[src/rtl/adc_spi_pkg.sv]
// Shared types and constants for the ADC 3-wire SPI configuration master.
// Readback support is controlled by the ADC_SPI_READBACK_EN macro.
package adc_spi_pkg;

    localparam int unsigned FRAME_BITS = 24;
    localparam int unsigned INSTR_BITS = 16;
    localparam int unsigned DATA_BITS  = FRAME_BITS - INSTR_BITS;

    typedef enum logic [2:0] {
        ST_IDLE,
        ST_SETUP,
        ST_SHIFT,
        ST_HOLD,
        ST_GAP
    } state_t;

    localparam logic [3:0] REG_CTRL    = 4'd0;
    localparam logic [3:0] REG_ADDR_HI = 4'd1;
    localparam logic [3:0] REG_ADDR_LO = 4'd2;
    localparam logic [3:0] REG_WDATA   = 4'd3;
    localparam logic [3:0] REG_RDATA   = 4'd4;
    localparam logic [3:0] REG_STATUS  = 4'd5;

    localparam int unsigned CTRL_START = 0;
    localparam int unsigned CTRL_RNW   = 1;

    localparam int unsigned STAT_BUSY = 0;
    localparam int unsigned STAT_DONE = 1;
    localparam int unsigned STAT_ERR  = 2;

endpackage

[src/rtl/adc_spi_shifter.sv]
// Frame shifter: 24-bit parallel load / MSB-first shift-out, plus an 8-bit
// shift-in capture register built only when ADC_SPI_READBACK_EN is defined.
module adc_spi_shifter
    import adc_spi_pkg::*;
(
    input  logic                  i_clk,
    input  logic                  i_rst,
    input  logic                  i_load,
    input  logic [FRAME_BITS-1:0] i_load_word,
    input  logic                  i_shift_en,
    input  logic                  i_sample_en,
    input  logic                  i_sdio_in,
    output logic                  o_sdio_out,
    output logic [DATA_BITS-1:0]  o_rx_byte
);

    logic [FRAME_BITS-1:0] r_tx;

    always_ff @(posedge i_clk) begin
        if (i_rst) begin
            r_tx <= '0;
        end else if (i_load) begin
            r_tx <= i_load_word;
        end else if (i_shift_en) begin
            r_tx <= {r_tx[FRAME_BITS-2:0], 1'b0};
        end
    end

    assign o_sdio_out = r_tx[FRAME_BITS-1];

`ifdef ADC_SPI_READBACK_EN
    logic [DATA_BITS-1:0] r_rx;

    always_ff @(posedge i_clk) begin
        if (i_rst) begin
            r_rx <= '0;
        end else if (i_sample_en) begin
            r_rx <= {r_rx[DATA_BITS-2:0], i_sdio_in};
        end
    end

    assign o_rx_byte = r_rx;
`else
    logic w_unused_in;
    assign w_unused_in = i_sample_en ^ i_sdio_in;
    assign o_rx_byte   = '0;
`endif

endmodule

[src/rtl/adc_spi_config_master.sv]
// Avalon-MM controlled SPI master for the ADC 3-wire configuration port.
// Read frames (SDIO turnaround and RDATA capture) exist only with ADC_SPI_READBACK_EN.
module adc_spi_config_master
    import adc_spi_pkg::*;
#(
    parameter int unsigned CLK_DIV   = 4,
    parameter int unsigned GAP_HALFS = 2
) (
    input  logic       main_clk,
    input  logic       rst,
    input  logic [3:0] address,
    input  logic       read,
    input  logic       write,
    input  logic [7:0] writedata,
    output logic [7:0] readdata,
    output logic       ADC_CSBn,
    output logic       ADC_SCLK,
    output logic       ADC_SDIO_OUT,
    output logic       ADC_SDIO_OE,
    input  logic       ADC_SDIO_IN,
    output logic       irq
);

    localparam logic [7:0] DIV_LAST = 8'(CLK_DIV - 1);
    localparam logic [7:0] GAP_LAST = 8'(GAP_HALFS - 1);
    localparam logic [4:0] LAST_BIT = 5'(FRAME_BITS - 1);
    localparam logic [4:0] OE_BIT   = 5'(INSTR_BITS - 1);

    state_t                r_state, w_next;
    logic [7:0]            r_div, r_gap;
    logic [4:0]            r_bit_cnt;
    logic                  r_sclk, r_csbn, r_done, r_err;
    logic [4:0]            r_addr_hi;
    logic [7:0]            r_addr_lo, r_wdata, r_readdata;
    logic [7:0]            w_rd_mux, w_status, w_rdata;
    logic [DATA_BITS-1:0]  w_rx_byte;
    logic [FRAME_BITS-1:0] w_frame;
    logic                  w_idle, w_half_end, w_start, w_load, w_req_rnw, w_rnw;
    logic                  w_frame_end, w_shift_en, w_sample_en;

    assign w_idle      = (r_state == ST_IDLE);
    assign w_half_end  = (r_div == DIV_LAST);
    assign w_start     = write && (address == REG_CTRL) && writedata[CTRL_START];
    assign w_load      = w_start && w_idle;
    assign w_frame     = {w_req_rnw, 2'b00, r_addr_hi, r_addr_lo, r_wdata};
    assign w_frame_end = !w_idle && (w_next == ST_IDLE);

    always_ff @(posedge main_clk) begin
        if (rst) r_state <= ST_IDLE;
        else     r_state <= w_next;
    end

    // SCLK high half-periods end with a falling edge (present next bit);
    // low half-periods end with a rising edge (ADC and capture sample).
    always_comb begin
        w_next      = r_state;
        w_shift_en  = 1'b0;
        w_sample_en = 1'b0;
        case (r_state)
            ST_IDLE:  if (w_load) w_next = ST_SETUP;
            ST_SETUP: if (w_half_end) w_next = ST_SHIFT;
            ST_SHIFT: begin
                w_shift_en  = w_half_end && r_sclk && (r_bit_cnt != LAST_BIT);
                w_sample_en = w_half_end && !r_sclk && (r_bit_cnt >= OE_BIT) &&
                              (r_bit_cnt != LAST_BIT);
                if (w_half_end && !r_sclk && (r_bit_cnt == LAST_BIT)) w_next = ST_HOLD;
            end
            ST_HOLD:  if (w_half_end) w_next = (GAP_HALFS == 0) ? ST_IDLE : ST_GAP;
            ST_GAP:   if (w_half_end && (r_gap == GAP_LAST)) w_next = ST_IDLE;
            default:  w_next = ST_IDLE;
        endcase
    end

    always_ff @(posedge main_clk) begin
        if (rst) begin
            r_div      <= '0;
            r_gap      <= '0;
            r_bit_cnt  <= '0;
            r_sclk     <= 1'b0;
            r_csbn     <= 1'b1;
            r_done     <= 1'b0;
            r_err      <= 1'b0;
            r_addr_hi  <= '0;
            r_addr_lo  <= '0;
            r_wdata    <= '0;
            r_readdata <= '0;
        end else begin
            r_div <= (w_idle || w_half_end) ? '0 : r_div + 8'd1;

            if (w_idle) r_bit_cnt <= '0;
            else if (r_state == ST_SHIFT && w_half_end && !r_sclk && r_bit_cnt != LAST_BIT)
                r_bit_cnt <= r_bit_cnt + 5'd1;

            if (r_state != ST_GAP) r_gap <= '0;
            else if (w_half_end)   r_gap <= r_gap + 8'd1;

            if (r_state == ST_SETUP && w_half_end)      r_sclk <= 1'b1;
            else if (r_state == ST_SHIFT && w_half_end) r_sclk <= !r_sclk && (r_bit_cnt != LAST_BIT);

            if (w_load)                            r_csbn <= 1'b0;
            else if (r_state == ST_HOLD && w_half_end) r_csbn <= 1'b1;

            if (w_frame_end) r_done <= 1'b1;
            else if (write && address == REG_STATUS && writedata[STAT_DONE]) r_done <= 1'b0;

            if (w_start && !w_idle) r_err <= 1'b1;
            else if (write && address == REG_STATUS && writedata[STAT_ERR]) r_err <= 1'b0;

            if (write && w_idle) begin
                case (address)
                    REG_ADDR_HI: r_addr_hi <= writedata[4:0];
                    REG_ADDR_LO: r_addr_lo <= writedata;
                    REG_WDATA:   r_wdata   <= writedata;
                    default: ;
                endcase
            end

            r_readdata <= read ? w_rd_mux : '0;
        end
    end

`ifdef ADC_SPI_READBACK_EN
    logic       r_rnw, r_frame_rnw, r_oe;
    logic [7:0] r_rdata;

    assign w_req_rnw = writedata[CTRL_RNW];

    always_ff @(posedge main_clk) begin
        if (rst) begin
            r_rnw       <= 1'b0;
            r_frame_rnw <= 1'b0;
            r_oe        <= 1'b1;
            r_rdata     <= '0;
        end else begin
            if (write && address == REG_CTRL && w_idle) r_rnw <= writedata[CTRL_RNW];
            if (w_load) r_frame_rnw <= w_req_rnw;
            if (r_state == ST_SHIFT && w_half_end && r_sclk && r_bit_cnt == OE_BIT && r_frame_rnw)
                r_oe <= 1'b0;
            else if (r_state == ST_HOLD && w_half_end)
                r_oe <= 1'b1;
            if (r_state == ST_HOLD && w_half_end && r_frame_rnw) r_rdata <= w_rx_byte;
        end
    end

    assign w_rnw       = r_rnw;
    assign w_rdata     = r_rdata;
    assign ADC_SDIO_OE = r_oe;
`else
    logic [DATA_BITS-1:0] w_unused_rx;
    assign w_unused_rx = w_rx_byte;
    assign w_req_rnw   = 1'b0;
    assign w_rnw       = 1'b0;
    assign w_rdata     = '0;
    assign ADC_SDIO_OE = 1'b1;
`endif

    always_comb begin
        w_status            = '0;
        w_status[STAT_BUSY] = !w_idle;
        w_status[STAT_DONE] = r_done;
        w_status[STAT_ERR]  = r_err;
    end

    always_comb begin
        w_rd_mux = '0;
        case (address)
            REG_CTRL:    w_rd_mux = {7'b0, w_rnw};
            REG_ADDR_HI: w_rd_mux = {3'b0, r_addr_hi};
            REG_ADDR_LO: w_rd_mux = r_addr_lo;
            REG_WDATA:   w_rd_mux = r_wdata;
            REG_RDATA:   w_rd_mux = w_rdata;
            REG_STATUS:  w_rd_mux = w_status;
            default:     w_rd_mux = '0;
        endcase
    end

    adc_spi_shifter u_shifter (
        .i_clk       (main_clk),
        .i_rst       (rst),
        .i_load      (w_load),
        .i_load_word (w_frame),
        .i_shift_en  (w_shift_en),
        .i_sample_en (w_sample_en),
        .i_sdio_in   (ADC_SDIO_IN),
        .o_sdio_out  (ADC_SDIO_OUT),
        .o_rx_byte   (w_rx_byte)
    );

    assign readdata = r_readdata;
    assign ADC_CSBn = r_csbn;
    assign ADC_SCLK = r_sclk;
    assign irq      = r_done;

endmodule
[config.mk]
export PLATFORM = sky130hd
export DESIGN_NAME = adc_spi_config_master
export DESIGN_NICKNAME = d
export VERILOG_FILES = /design/src/rtl/adc_spi_pkg.sv /design/src/rtl/adc_spi_shifter.sv /design/src/rtl/adc_spi_config_master.sv
export SDC_FILE = /design/constraint.sdc
export NUM_CORES = 1
export LEC_CHECK = 0
export ABC_AREA = 1
export ABC_CLOCK_PERIOD_IN_PS = 3700
export CAP_MARGIN = 40
export CORE_MARGIN = 10
export CORE_UTILIZATION = 60
export DETAILED_ROUTE_END_ITERATION = 10
export DONT_BUFFER_PORTS = 1
export GPL_TIMING_DRIVEN = 0
export PLACE_DENSITY_LB_ADDON = 0.12
export SYNTH_ARGS = -nofsm -noshare
export SYNTH_HDL_FRONTEND = slang
export SYNTH_SLANG_ARGS = --single-unit
export TNS_END_PERCENT = 20
[constraint.sdc]
create_clock -name main_clk -period 3.7 [get_ports main_clk]
set_clock_uncertainty 0.1 [all_clocks]
set_input_delay 0.74 -clock main_clk [delete_from_list [all_inputs] [get_ports main_clk]]
set_output_delay 0.74 -clock main_clk [all_outputs]
set_load 0.02 [all_outputs]
==> impl_metrics.json <==
{
  "critPathArrivalTime_ps": 2030,
  "fp-row-count": 28,
  "detailed_place_hpwl_mm": 6.22,
  "hp-start": "r_div[0]",
  "cts.hold.buffers_added": 0,
  "clock.fmax_mhz": 523,
  "r2r-start": "r_div[0]",
  "clock-sinks": 81,
  "root_buffer": "clkbuf_8",
  "drive_gt1_share_pct": 12.8,
  "dp_cells": 596,
  "worstSetupEndpointType": "register",
  "worstHoldEndpoint": "r_div[0]",
  "synth-edff-count": 0,
  "syn-cell-area_um2": 3750,
  "ys_types": 36,
  "total_power_mw": 1.56,
  "rsz0062_at_grt": "no",
  "drtIter0Drc": 181,
  "yosysTopAreaCellShare_pct": 43.3,
  "start_util_pct": 62.5,
  "die-area_um2": 9800,
  "dr.pass1.iters": 5,
  "finalHoldViolCount": 0,
  "peakVddDrop_mv": 0.364,
  "die_w_um": 99.0,
  "cp-startpoint": "r_div[0]",
  "seqCellArea_um2": 1620,
  "drv_cap": 0,
  "antenna_cells": 0,
  "clk_pin_slew_ps": 90,
  "fin_setup_tns_ps": 0,
  "wl_per_cell_um": 13.9,
  "drv_slew": 0,
  "relSlewSlack_pct": 52.8,
  "synth_warnings": 0,
  "post_cts.repair.setup_buffers": 0,
  "fillers": 515,
  "syn-num-nets": 542,
  "multi_input_area_um2": 1750,
  "io_buffers": 0,
  "cts-resized-gates": 0,
  "yosysSeqAreaShare_pct": 43.3,
  "r2r_end": "u_shifter.r_tx[0]",
  "post-route-period-util_pct": 51.7,
  "leakage_nw": 1.54,
  "stdcell_count": 612,
  "vias": 3263,
  "cts_buffers": 9,
  "synth.area.top_cells": "dfxtp_1 (43%), nand2_1 (11%), nor2_1 (8.1%), a21oi_1 (6.4%), inv_1 (6.0%)",
  "fin_crit_ps": 1910,
  "overflow": 0,
  "insertion_delay_ps": 350,
  "io_pins": 30,
  "ff2ff_setup_slack_ps": 1790,
  "worst_pin_slew_ps": 708,
  "cts_max_level": 3,
  "synth-seq-cells": 81,
  "startpoint_type": "register",
  "gp_congestion": 0.895,
  "finalSetupViolCount": 0,
  "clockBufferDepth": 2,
  "async_flop_share_pct": 0,
  "antenna_found_initial": 0,
  "fp.dieH_um": 99.0,
  "synth_top_cell_by_area": "dfxtp_1",
  "reg2regPathDepth": 11,
  "critical_path_required_ps": 3820,
  "post-route-util_pct": 67.2,
  "worstSetupPathType": "register to register",
  "cellPowerDensity_nw_per_um2": 389,
  "drc_errors": 0,
  "grt_pass1_wl_mm": 14.1,
  "synthCells": 521,
  "ant_nets": 0,
  "fin_nets": 553,
  "min_path_type": "register to register",
  "whs_ps": 354,
  "viasPerCell": 5.33,
  "grt_usage_pct": 17.2,
  "syn_to_final_growth_pct": 7.45,
  "grt_pass1_vias": 2927,
  "core-area_um2": 5990,
  "wl_mm": 8.51,
  "hold_depth": 1,
  "outcome": "complete, no violations",
  "critPathMaxFanout": 10,
  "cts_tree": "yes",
  "grt_max_degree": 17,
  "synth.avg_cell_area_um2": 7.19,
  "final_cell_mix": "nand2_1 (106), dfxtp_1 (81), nor2_1 (81)",
  "mostFrequentLayoutCell": "nand2_1",
  "synth_ff_type": "dfxtp_1"
}
## layer usage
layer	part of all wire (%)	GRT usage, %	wire [µm]	up-vias
met4	1.7	6.06	142	0
met5	0	0	0	-
met1	48	23.7	4090	1477
li1	-	-	-	1669
met3	7.8	4.47	660	14
met2	42	25.2	3620	103
## synthesized netlist by cell type, types with 4 or more instances
| master | count |
|---|---|
| inv_1 | 60 |
| nand3_1 | 21 |
| xor2_1 | 4 |
| nor2_1 | 81 |
| nor2_2 | 12 |
| o21ai_2 | 10 |
| o21ai_0 | 28 |
| nor2_4 | 5 |
| a21oi_1 | 48 |
| dfxtp_1 | 81 |
| buf_6 | 6 |
| ha_1 | 4 |
| nor3_1 | 6 |
| a211oi_1 | 4 |
| clkbuf_1 | 4 |
| nand2_1 | 106 |
| inv_2 | 8 |
| buf_2 | 5 |
## through the flow
stage | setup slack (ps) | instance area (µm²)
global route | 1600 | 4030
CTS | 1780 | 4030
floorplan | 1820 | 3750
detailed placement | 1500 | 3840
global placement | 1510 | 3840
finish | 1790 | 4030
## where the power goes
| part | leakage (nW) | total (mW) | switching (mW) | internal, mW |
|---|---|---|---|---|
| Combinational | 0.798 | 0.0585 | 0.0413 | 0.0172 |
| Clock | 0.0888 | 0.621 | 0.364 | 0.257 |
| Sequential | 0.653 | 0.886 | 0.00608 | 0.879 |
## worst max path at each step
stage / end / slack, ps / cells after the start
detailed placement: r_addr_hi[2] / 1500 / 5
global placement: r_addr_lo[5] / 1510 / 5
floorplan: u_shifter.r_tx[12] / 1820 / 9
global route: u_shifter.r_tx[0] / 1600 / 11
finish: u_shifter.r_tx[0] / 1790 / 11
CTS: u_shifter.r_tx[11] / 1780 / 11
## cell type report
cell class / count / area share (%)
tap: 75 / 2.33
clock buffer: 9 / 3.08
sequential: 81 / 40.3
inverter: 68 / 6.34
clock inverter: 7 / 1.52
buffer: 17 / 2.95
multi-input combinational: 355 / 43.5
## critical path, cell delays in order, from the launching register on
cell	delay [ps]
dfxtp_1	360
ha_1	250
nand3_2	120
nor2_4	170
nand2_2	90
inv_2	100
nand3_4	130
nand2_4	140
buf_6	160
inv_2	40
nand2_1	60
a21oi_1	70
## logic make-up (layout without fill, tap and decap cells)
| kind of cell | after synthesis | in the layout | share of synthesized area (%) |
|---|---|---|---|
| adder cells (fa/ha/maj) | 4 | 4 | 1.34 |
| other | 1 | 1 | 0.100 |
| AO/OA/AOI/OAI | 98 | 98 | 14.8 |
| AND/OR/NAND/NOR | 247 | 247 | 29.4 |
| XOR/XNOR | 5 | 5 | 1.17 |
| flip-flops | 81 | 81 | 43.3 |
| buffers and inverters | 85 | 101 | 9.99 |
## sequential cells by signal, indices dropped and copies added (netlist names)
| register | cells |
|---|---|
| ADC_CSBn | 1 |
| ADC_SCLK | 1 |
| irq | 1 |
| r_addr_hi | 5 |
| r_addr_lo | 8 |
| r_bit_cnt | 5 |
| r_div | 8 |
| r_err | 1 |
| r_gap | 8 |
| r_state | 3 |
| r_wdata | 8 |
| readdata | 8 |
| u_shifter.r_tx | 24 |
Note: power is estimated with default switching activity, not from simulation.
